===== config.mk =====
export PLATFORM = sky130hd
export DESIGN_NAME = ht_coeff_loader_flat
export DESIGN_NICKNAME = d
export VERILOG_FILES = /design/src/rtl/ht_coeff_loader_pkg.sv /design/src/rtl/ht_coeff_loader_if.sv /design/src/rtl/ht_coeff_bank.sv /design/src/rtl/ht_coeff_loader.sv /design/src/flat_wrapper.sv
export SDC_FILE = /design/constraint.sdc
export NUM_CORES = 1
export LEC_CHECK = 0
export CORE_MARGIN = 2
export CORE_UTILIZATION = 35
export CTS_BUF_LIST = sky130_fd_sc_hd__clkbuf_8
export CTS_CLUSTER_DIAMETER = 30
export DETAILED_ROUTE_END_ITERATION = 10
export SYNTH_ARGS = -nofsm -noshare
export SYNTH_HDL_FRONTEND = slang
export SYNTH_SLANG_ARGS = --single-unit

===== constraint.sdc =====
create_clock -name clock -period 7.1 [get_ports clock]
set_clock_uncertainty 0.15 [all_clocks]
set_input_delay 1.42 -clock clock [delete_from_list [all_inputs] [get_ports clock]]
set_output_delay 1.42 -clock clock [all_outputs]
set_load 0.005 [all_outputs]

===== src/rtl/ht_coeff_loader_pkg.sv =====
// Shared definitions for the Hilbert coefficient loader: FSM encoding and the
// default geometry shared with the coefficient source.
package ht_coeff_loader_pkg;

  localparam int HT_LENGTH_DEF     = 27;
  localparam int HT_DATA_WIDTH_DEF = 18;
  localparam int HT_ADDR_WIDTH_DEF = 10;

  typedef enum logic [2:0] {
    ST_IDLE  = 3'd0,
    ST_PRIME = 3'd1,
    ST_LOAD  = 3'd2,
    ST_CHECK = 3'd3,
    ST_DONE  = 3'd4
  } ht_state_e;

  // Bits needed to index a bank of len words (len >= 2).
  function automatic int idx_width(input int len);
    return (len > 2) ? $clog2(len) : 1;
  endfunction

endpackage


===== src/rtl/ht_coeff_loader_if.sv =====
// Bundle of the source stream, MAC read port and status lines of the loader.
interface ht_coeff_loader_if #(
  parameter int DATA_WIDTH = 18,
  parameter int ADDR_WIDTH = 10
);
  logic                         start;
  logic                         coeffEnable;
  logic signed [DATA_WIDTH-1:0] coeffIn;
  logic                         coeffSetFlag;
  logic        [ADDR_WIDTH-1:0] rdAddr;
  logic signed [DATA_WIDTH-1:0] rdData;
  logic                         coeffsLoaded;
  logic                         busy;
  logic                         loadError;
  logic                         symmetryError;

  modport slave (
    input  start, coeffIn, coeffSetFlag, rdAddr,
    output coeffEnable, rdData, coeffsLoaded, busy, loadError, symmetryError
  );

  modport master (
    output start, coeffIn, coeffSetFlag, rdAddr,
    input  coeffEnable, rdData, coeffsLoaded, busy, loadError, symmetryError
  );
endinterface


===== src/rtl/ht_coeff_bank.sv =====
// Coefficient register file: one write port, one registered read port with
// out-of-range zeroing, and one combinational mirrored pair-read port.
module ht_coeff_bank
  import ht_coeff_loader_pkg::*;
#(
  parameter int LENGTH     = HT_LENGTH_DEF,
  parameter int DATA_WIDTH = HT_DATA_WIDTH_DEF,
  parameter int ADDR_WIDTH = HT_ADDR_WIDTH_DEF,
  parameter int IDX_W      = idx_width(LENGTH)
) (
  input  logic                         clock,
  input  logic                         reset,
  input  logic                         wr_en,
  input  logic        [IDX_W-1:0]      wr_addr,
  input  logic signed [DATA_WIDTH-1:0] wr_data,
  input  logic        [ADDR_WIDTH-1:0] rd_addr,
  output logic signed [DATA_WIDTH-1:0] rd_data,
  input  logic        [IDX_W-1:0]      pair_addr,
  output logic signed [DATA_WIDTH-1:0] pair_a,
  output logic signed [DATA_WIDTH-1:0] pair_b
);

  localparam logic [ADDR_WIDTH:0] LEN_EXT  = (ADDR_WIDTH+1)'(LENGTH);
  localparam logic [IDX_W-1:0]    LAST_IDX = IDX_W'(LENGTH - 1);

  logic signed [DATA_WIDTH-1:0] mem_q [LENGTH];
  logic signed [DATA_WIDTH-1:0] rd_data_d;
  logic signed [DATA_WIDTH-1:0] rd_data_q;
  logic        [IDX_W-1:0]      mirror_addr;

  always_ff @(posedge clock) begin
    if (wr_en) begin
      mem_q[wr_addr] <= wr_data;
    end
  end

  // The extra zero bit keeps the range test correct when LENGTH == 2^ADDR_WIDTH.
  always_comb begin
    rd_data_d = '0;
    if ({1'b0, rd_addr} < LEN_EXT) begin
      rd_data_d = mem_q[rd_addr[IDX_W-1:0]];
    end
  end

  always_ff @(posedge clock) begin
    if (reset) begin
      rd_data_q <= '0;
    end else begin
      rd_data_q <= rd_data_d;
    end
  end

  assign rd_data     = rd_data_q;
  assign mirror_addr = LAST_IDX - pair_addr;
  assign pair_a      = mem_q[pair_addr];
  assign pair_b      = mem_q[mirror_addr];

endmodule


===== src/rtl/ht_coeff_loader.sv =====
// Loads LENGTH coefficients from the serial source, validates length and
// antisymmetry, then serves them to the MAC engine through the bank read port.
module ht_coeff_loader
  import ht_coeff_loader_pkg::*;
#(
  parameter int LENGTH     = HT_LENGTH_DEF,
  parameter int DATA_WIDTH = HT_DATA_WIDTH_DEF,
  parameter int ADDR_WIDTH = HT_ADDR_WIDTH_DEF
) (
  input logic               clock,
  input logic               reset,
  ht_coeff_loader_if.slave  bus
);

  localparam int                  IDX_W    = idx_width(LENGTH);
  localparam logic [ADDR_WIDTH-1:0] LAST_IDX = ADDR_WIDTH'(LENGTH - 1);
  localparam logic [ADDR_WIDTH-1:0] MID_IDX  = ADDR_WIDTH'((LENGTH - 1) / 2);

  ht_state_e                    state_q, state_d;
  logic        [ADDR_WIDTH-1:0] idx_q, idx_d;
  logic                         load_error_q, load_error_d;
  logic                         sym_error_q, sym_error_d;
  logic                         bank_wr_en;
  logic signed [DATA_WIDTH-1:0] pair_a, pair_b;
  logic signed [DATA_WIDTH:0]   pair_sum;

  ht_coeff_bank #(
    .LENGTH     (LENGTH),
    .DATA_WIDTH (DATA_WIDTH),
    .ADDR_WIDTH (ADDR_WIDTH),
    .IDX_W      (IDX_W)
  ) u_bank (
    .clock     (clock),
    .reset     (reset),
    .wr_en     (bank_wr_en),
    .wr_addr   (idx_q[IDX_W-1:0]),
    .wr_data   (bus.coeffIn),
    .rd_addr   (bus.rdAddr),
    .rd_data   (bus.rdData),
    .pair_addr (idx_q[IDX_W-1:0]),
    .pair_a    (pair_a),
    .pair_b    (pair_b)
  );

  // One extra bit so that -2^(W-1) + -2^(W-1) cannot wrap to zero.
  assign pair_sum = {pair_a[DATA_WIDTH-1], pair_a} + {pair_b[DATA_WIDTH-1], pair_b};

  always_comb begin
    state_d      = state_q;
    idx_d        = idx_q;
    load_error_d = load_error_q;
    sym_error_d  = sym_error_q;
    bank_wr_en   = 1'b0;

    case (state_q)
      ST_IDLE, ST_DONE: begin
        if (bus.start) begin
          state_d      = ST_PRIME;
          idx_d        = '0;
          load_error_d = 1'b0;
          sym_error_d  = 1'b0;
        end
      end
      ST_PRIME: begin
        state_d = ST_LOAD;
        idx_d   = '0;
      end
      ST_LOAD: begin
        bank_wr_en = 1'b1;
        idx_d      = idx_q + ADDR_WIDTH'(1);
        if (bus.coeffSetFlag && (idx_q == LAST_IDX)) begin
          state_d = ST_CHECK;
          idx_d   = '0;
        end else if (bus.coeffSetFlag || (idx_q == LAST_IDX)) begin
          state_d      = ST_DONE;
          idx_d        = '0;
          load_error_d = 1'b1;
        end
      end
      ST_CHECK: begin
        if (pair_sum != '0) begin
          sym_error_d = 1'b1;
        end
        if (idx_q == MID_IDX) begin
          state_d = ST_DONE;
          idx_d   = '0;
        end else begin
          idx_d = idx_q + ADDR_WIDTH'(1);
        end
      end
      default: begin
        state_d = ST_IDLE;
        idx_d   = '0;
      end
    endcase
  end

  always_ff @(posedge clock) begin
    if (reset) begin
      state_q      <= ST_IDLE;
      idx_q        <= '0;
      load_error_q <= 1'b0;
      sym_error_q  <= 1'b0;
    end else begin
      state_q      <= state_d;
      idx_q        <= idx_d;
      load_error_q <= load_error_d;
      sym_error_q  <= sym_error_d;
    end
  end

  assign bus.coeffEnable   = (state_q == ST_PRIME) || (state_q == ST_LOAD);
  assign bus.busy          = (state_q != ST_IDLE) && (state_q != ST_DONE);
  assign bus.coeffsLoaded  = (state_q == ST_DONE) && !load_error_q;
  assign bus.loadError     = load_error_q;
  assign bus.symmetryError = sym_error_q;

endmodule


===== src/flat_wrapper.sv =====
// flat-port wrapper written by rule: the top's interface ports become plain ports
module ht_coeff_loader_flat import ht_coeff_loader_pkg::*;
#(
  parameter int LENGTH     = HT_LENGTH_DEF,
  parameter int DATA_WIDTH = HT_DATA_WIDTH_DEF,
  parameter int ADDR_WIDTH = HT_ADDR_WIDTH_DEF
)
  (clock, reset, bus_start, bus_coeffIn, bus_coeffSetFlag, bus_rdAddr, bus_coeffEnable, bus_rdData, bus_coeffsLoaded, bus_busy, bus_loadError, bus_symmetryError);
  ht_coeff_loader_if #(.DATA_WIDTH(DATA_WIDTH), .ADDR_WIDTH(ADDR_WIDTH)) bus_i ();
  input logic clock;
  input logic reset;
  input wire logic [$bits(bus_i.start)-1:0] bus_start;
  input wire logic [$bits(bus_i.coeffIn)-1:0] bus_coeffIn;
  input wire logic [$bits(bus_i.coeffSetFlag)-1:0] bus_coeffSetFlag;
  input wire logic [$bits(bus_i.rdAddr)-1:0] bus_rdAddr;
  output wire logic [$bits(bus_i.coeffEnable)-1:0] bus_coeffEnable;
  output wire logic [$bits(bus_i.rdData)-1:0] bus_rdData;
  output wire logic [$bits(bus_i.coeffsLoaded)-1:0] bus_coeffsLoaded;
  output wire logic [$bits(bus_i.busy)-1:0] bus_busy;
  output wire logic [$bits(bus_i.loadError)-1:0] bus_loadError;
  output wire logic [$bits(bus_i.symmetryError)-1:0] bus_symmetryError;
  assign bus_i.start = bus_start;
  assign bus_i.coeffIn = bus_coeffIn;
  assign bus_i.coeffSetFlag = bus_coeffSetFlag;
  assign bus_i.rdAddr = bus_rdAddr;
  assign bus_coeffEnable = bus_i.coeffEnable;
  assign bus_rdData = bus_i.rdData;
  assign bus_coeffsLoaded = bus_i.coeffsLoaded;
  assign bus_busy = bus_i.busy;
  assign bus_loadError = bus_i.loadError;
  assign bus_symmetryError = bus_i.symmetryError;
  ht_coeff_loader #(.LENGTH(LENGTH), .DATA_WIDTH(DATA_WIDTH), .ADDR_WIDTH(ADDR_WIDTH)) u_core (.clock(clock), .reset(reset), .bus(bus_i));
endmodule

==> flow_metrics.tcl <==
set metrics [dict create \
    r2r_start "u_core.idx_q[0]$_SDFFE_PP0N_" \
    synth.distinct_cells 59 \
    fin_crit_ps 5670 \
    report.final.slew_viol_count 0 \
    max_freq_mhz 176 \
    antenna_found_initial 3 \
    dr_total_vias 18600 \
    required_ps 7560 \
    ant_nets 0 \
    maxCapViolations 0 \
    synth_warnings 0 \
    start_util_pct 35.2 \
    hp-class "flip-flop to flip-flop" \
    die_area_sq_mm 0.0846 \
    fill_cells 7291 \
    cts.repair.resized 0 \
    cts-root-buf "clkbuf_8" \
    hp-start "u_core.state_q[2]$_SDFFE_PP0P_" \
    clk-insertion-delay-late_ps 730 \
    status "completed" \
    worstRegToRegCells 13 \
    grt_remaining_overflow 0 \
    drive_above_1_share_pct 35.2 \
    drt-pass1-iter-count 7 \
    vdd_drop_max_mv 0.115 \
    tightestPinTransition_ps 1270 \
    cts_tree "built" \
    rsz0062_at_grt "no" \
    async_flop_share_pct 0 \
    synth_edf_count 486 \
    grt_max_degree 82 \
    startpoint "u_core.idx_q[0]$_SDFFE_PP0N_" \
    drc 0 \
    core-area_sq_mm 0.0817 \
    period_share_pct 79.8 \
    wl_um 90700 \
    rows 105 \
    critPathCaptureType "flip-flop" \
    cts_buffer_depth 3 \
    grtUsageTotal_pct 21.5 \
    synth_area_sq_mm 0.0288 \
    globalplace.congestion 0.880 \
    hpwl_um 51800 \
    area_growth_pct 15.7 \
    post_cts_buffers 0 \
    avgSynthCellArea_sq_um 16.5 \
    p_leak_nw 10.2 \
    yosysSeqAreaShare_pct 53.3 \
    synth_top_flop_cell "edfxtp_1" \
    clk_pin_slew_worst_paths_ps 50 \
    p_per_area_mw_per_mm2 229 \
    cp_max_fo 26 \
    placed_cells 2779 \
    relSlewSlack_pct 15.1 \
    clock_sinks 524 \
    fp.dieW_um 291 \
    finalSetupViolations 0 \
    crit_arrival_ps 6130 \
    regArea_sq_mm 0.0154 \
    ios 55 \
    layoutNonFillerInstCount 2983 \
    grt_pass1_vias 18600 \
    htree_levels 3 \
    grt_first_pass_wirelength_um 132000 \
    multi_input_comb_area_sq_mm 0.0130 \
    die_h_um 291 \
    worstSetupStartpointType "flip-flop" \
    numCtsBuffers 113 \
    hold_viol 0 \
    syn-num-nets 1798 \
    syn_inst 1742 \
    viasPerCell 6.24 \
    synth_seq_cells 524 \
    hold_buffers 0 \
    port_buffers 54 \
    fin_nets 1880 \
    hold_path_depth 2 \
    drt_iter0_drc 2441 \
    path_class "flip-flop to flip-flop" \
    tns_ps 0 \
    wire_per_inst_um 30.4 \
]
[registers in the layout (all words and copies together) (netlist names), named ones only]
| name | flops |
|---|---|
| u_core.state_q | 3 |
| u_core.u_bank.rd_data | 18 |
| u_core.bus.symmetryError | 1 |
| u_core.idx_q | 10 |
| u_core.u_bank.mem_q | 486 |
| u_core.bus.loadError | 1 |
[cells in the final DEF, fill, tap and decap left out, drive strengths merged, types with 3 or more instances in the layout]
| master | n |
|---|---|
| edfxtp | 486 |
| mux4 | 378 |
| nand2 | 148 |
| o21ai | 122 |
| clkbuf | 118 |
| mux2i | 110 |
| nor2 | 91 |
| buf | 56 |
| clkdlybuf4s50 | 49 |
| dfxtp | 38 |
| a21oi | 36 |
| inv | 33 |
| clkinv | 30 |
| nand3 | 25 |
| ha | 23 |
| mux2 | 18 |
| bufinv | 18 |
| clkinvlp | 14 |
| xnor2 | 11 |
| nor2b | 9 |
| nand4 | 9 |
| and3 | 7 |
| xor2 | 7 |
| a21o | 7 |
| or3 | 5 |
| a211oi | 5 |
| nor3 | 4 |
| nand2b | 4 |
| a211o | 4 |
| nor4 | 4 |
| or2 | 4 |
| nand3b | 3 |
| or4 | 3 |
| o211ai | 3 |
| and2 | 3 |
| a31oi | 3 |
[synthesized netlist by cell type (all sizes together) (7+ instances only)]
| master | count | area (sq um) |
|---|---|---|
| mux2i | 110 | 1100 |
| buf | 58 | 280 |
| and3 | 7 | 45.1 |
| a21oi | 36 | 180 |
| nand2 | 148 | 556 |
| nand4 | 9 | 56.3 |
| xor2 | 7 | 61.3 |
| nand3 | 25 | 125 |
| clkbuf | 81 | 304 |
| nor2 | 91 | 342 |
| mux2 | 18 | 203 |
| inv | 10 | 37.5 |
| ha | 23 | 288 |
| xnor2 | 11 | 96.3 |
| o21ai | 122 | 611 |
| mux4 | 378 | 8510 |
| nor2b | 9 | 56.3 |
| a21o | 7 | 53.8 |
| edfxtp | 486 | 14600 |
| dfxtp | 38 | 761 |
[final timing paths]
check                                                        endpoint  slack [ps]
worst min register to register         u_core.state_q[2]$_SDFFE_PP0P_         370
worst max-delay path            u_core.bus.symmetryError$_SDFFE_PP0P_        1430
worst min-delay path                   u_core.state_q[2]$_SDFFE_PP0P_         370
worst max register to register  u_core.bus.symmetryError$_SDFFE_PP0P_        1430
[worst max-delay path, stage by stage (launching register included)]
cell and delay [ps]:
dfxtp_4 640, ha_1 350, xor2_2 1000, nand2_1 110, nand3_1 130, o21ai_0 110
o21ai_0 690, fa_1 600, a2111oi_4 280, o311ai_1 140, or4_1 500, or4_1 500
nor4_2 280, o21ai_1 80
[logic make-up (layout without fill, tap and decap cells)]
| logic type | after synthesis | in the layout | share of synthesized area [%] |
|---|---|---|---|
| compound gates | 196 | 196 | 3.87 |
| xor+xnor | 18 | 18 | 0.547 |
| fa+ha+maj | 24 | 24 | 1.07 |
| buf+inv | 149 | 318 | 2.16 |
| flops | 524 | 524 | 53.3 |
| mux | 506 | 506 | 34.1 |
| other cells | 0 | 2 | 0 |
| simple gates | 325 | 325 | 4.96 |
[area by class of cell]
cell class | count | area share [%]
diodes | 2 | 0.0150
clock buffers | 117 | 4.83
clock inverters | 85 | 2.77
inverters | 10 | 0.113
multi-input cells | 1069 | 39.1
flip-flops and latches | 524 | 46.1
well taps | 1070 | 4.02
repair buffers | 106 | 3.03
[stage by stage]
stage / hold WS (ps) / area [sq um] / setup WS, ps / util, % / power [mW]
final: 367 / 33300 / 1430 / 40.8 / 7.62
after global routing: 402 / 33300 / 1060 / 40.8 / 7.87
after CTS: 367 / 33300 / 1420 / 40.8 / 7.67
after detailed placement: 359 / 30800 / 1410 / 37.7 / 4.03
after global placement: 343 / 30800 / 1470 / 37.7 / 4.03
after floorplan: 316 / 28800 / 962 / - / 3.84
[layer usage]
| layer | wire (um) | vias to the layer above | GRT usage (%) |
|---|---|---|---|
| met4 | 3120 | 4 | 8.21 |
| li1 | - | 7445 | - |
| met2 | 41700 | 1221 | 32.4 |
| met3 | 9270 | 197 | 5.25 |
| met1 | 36600 | 9735 | 30.1 |
| met5 | 27 | - | 0 |
[power by group]
group          leakage (nW)  internal, mW  total, mW  switching, mW
combinational          4.19         0.262      0.572          0.309
clock                  1.31          2.20       3.65           1.45
sequential             4.68          3.38       3.40         0.0177
Power figures use the tool's default switching activity.
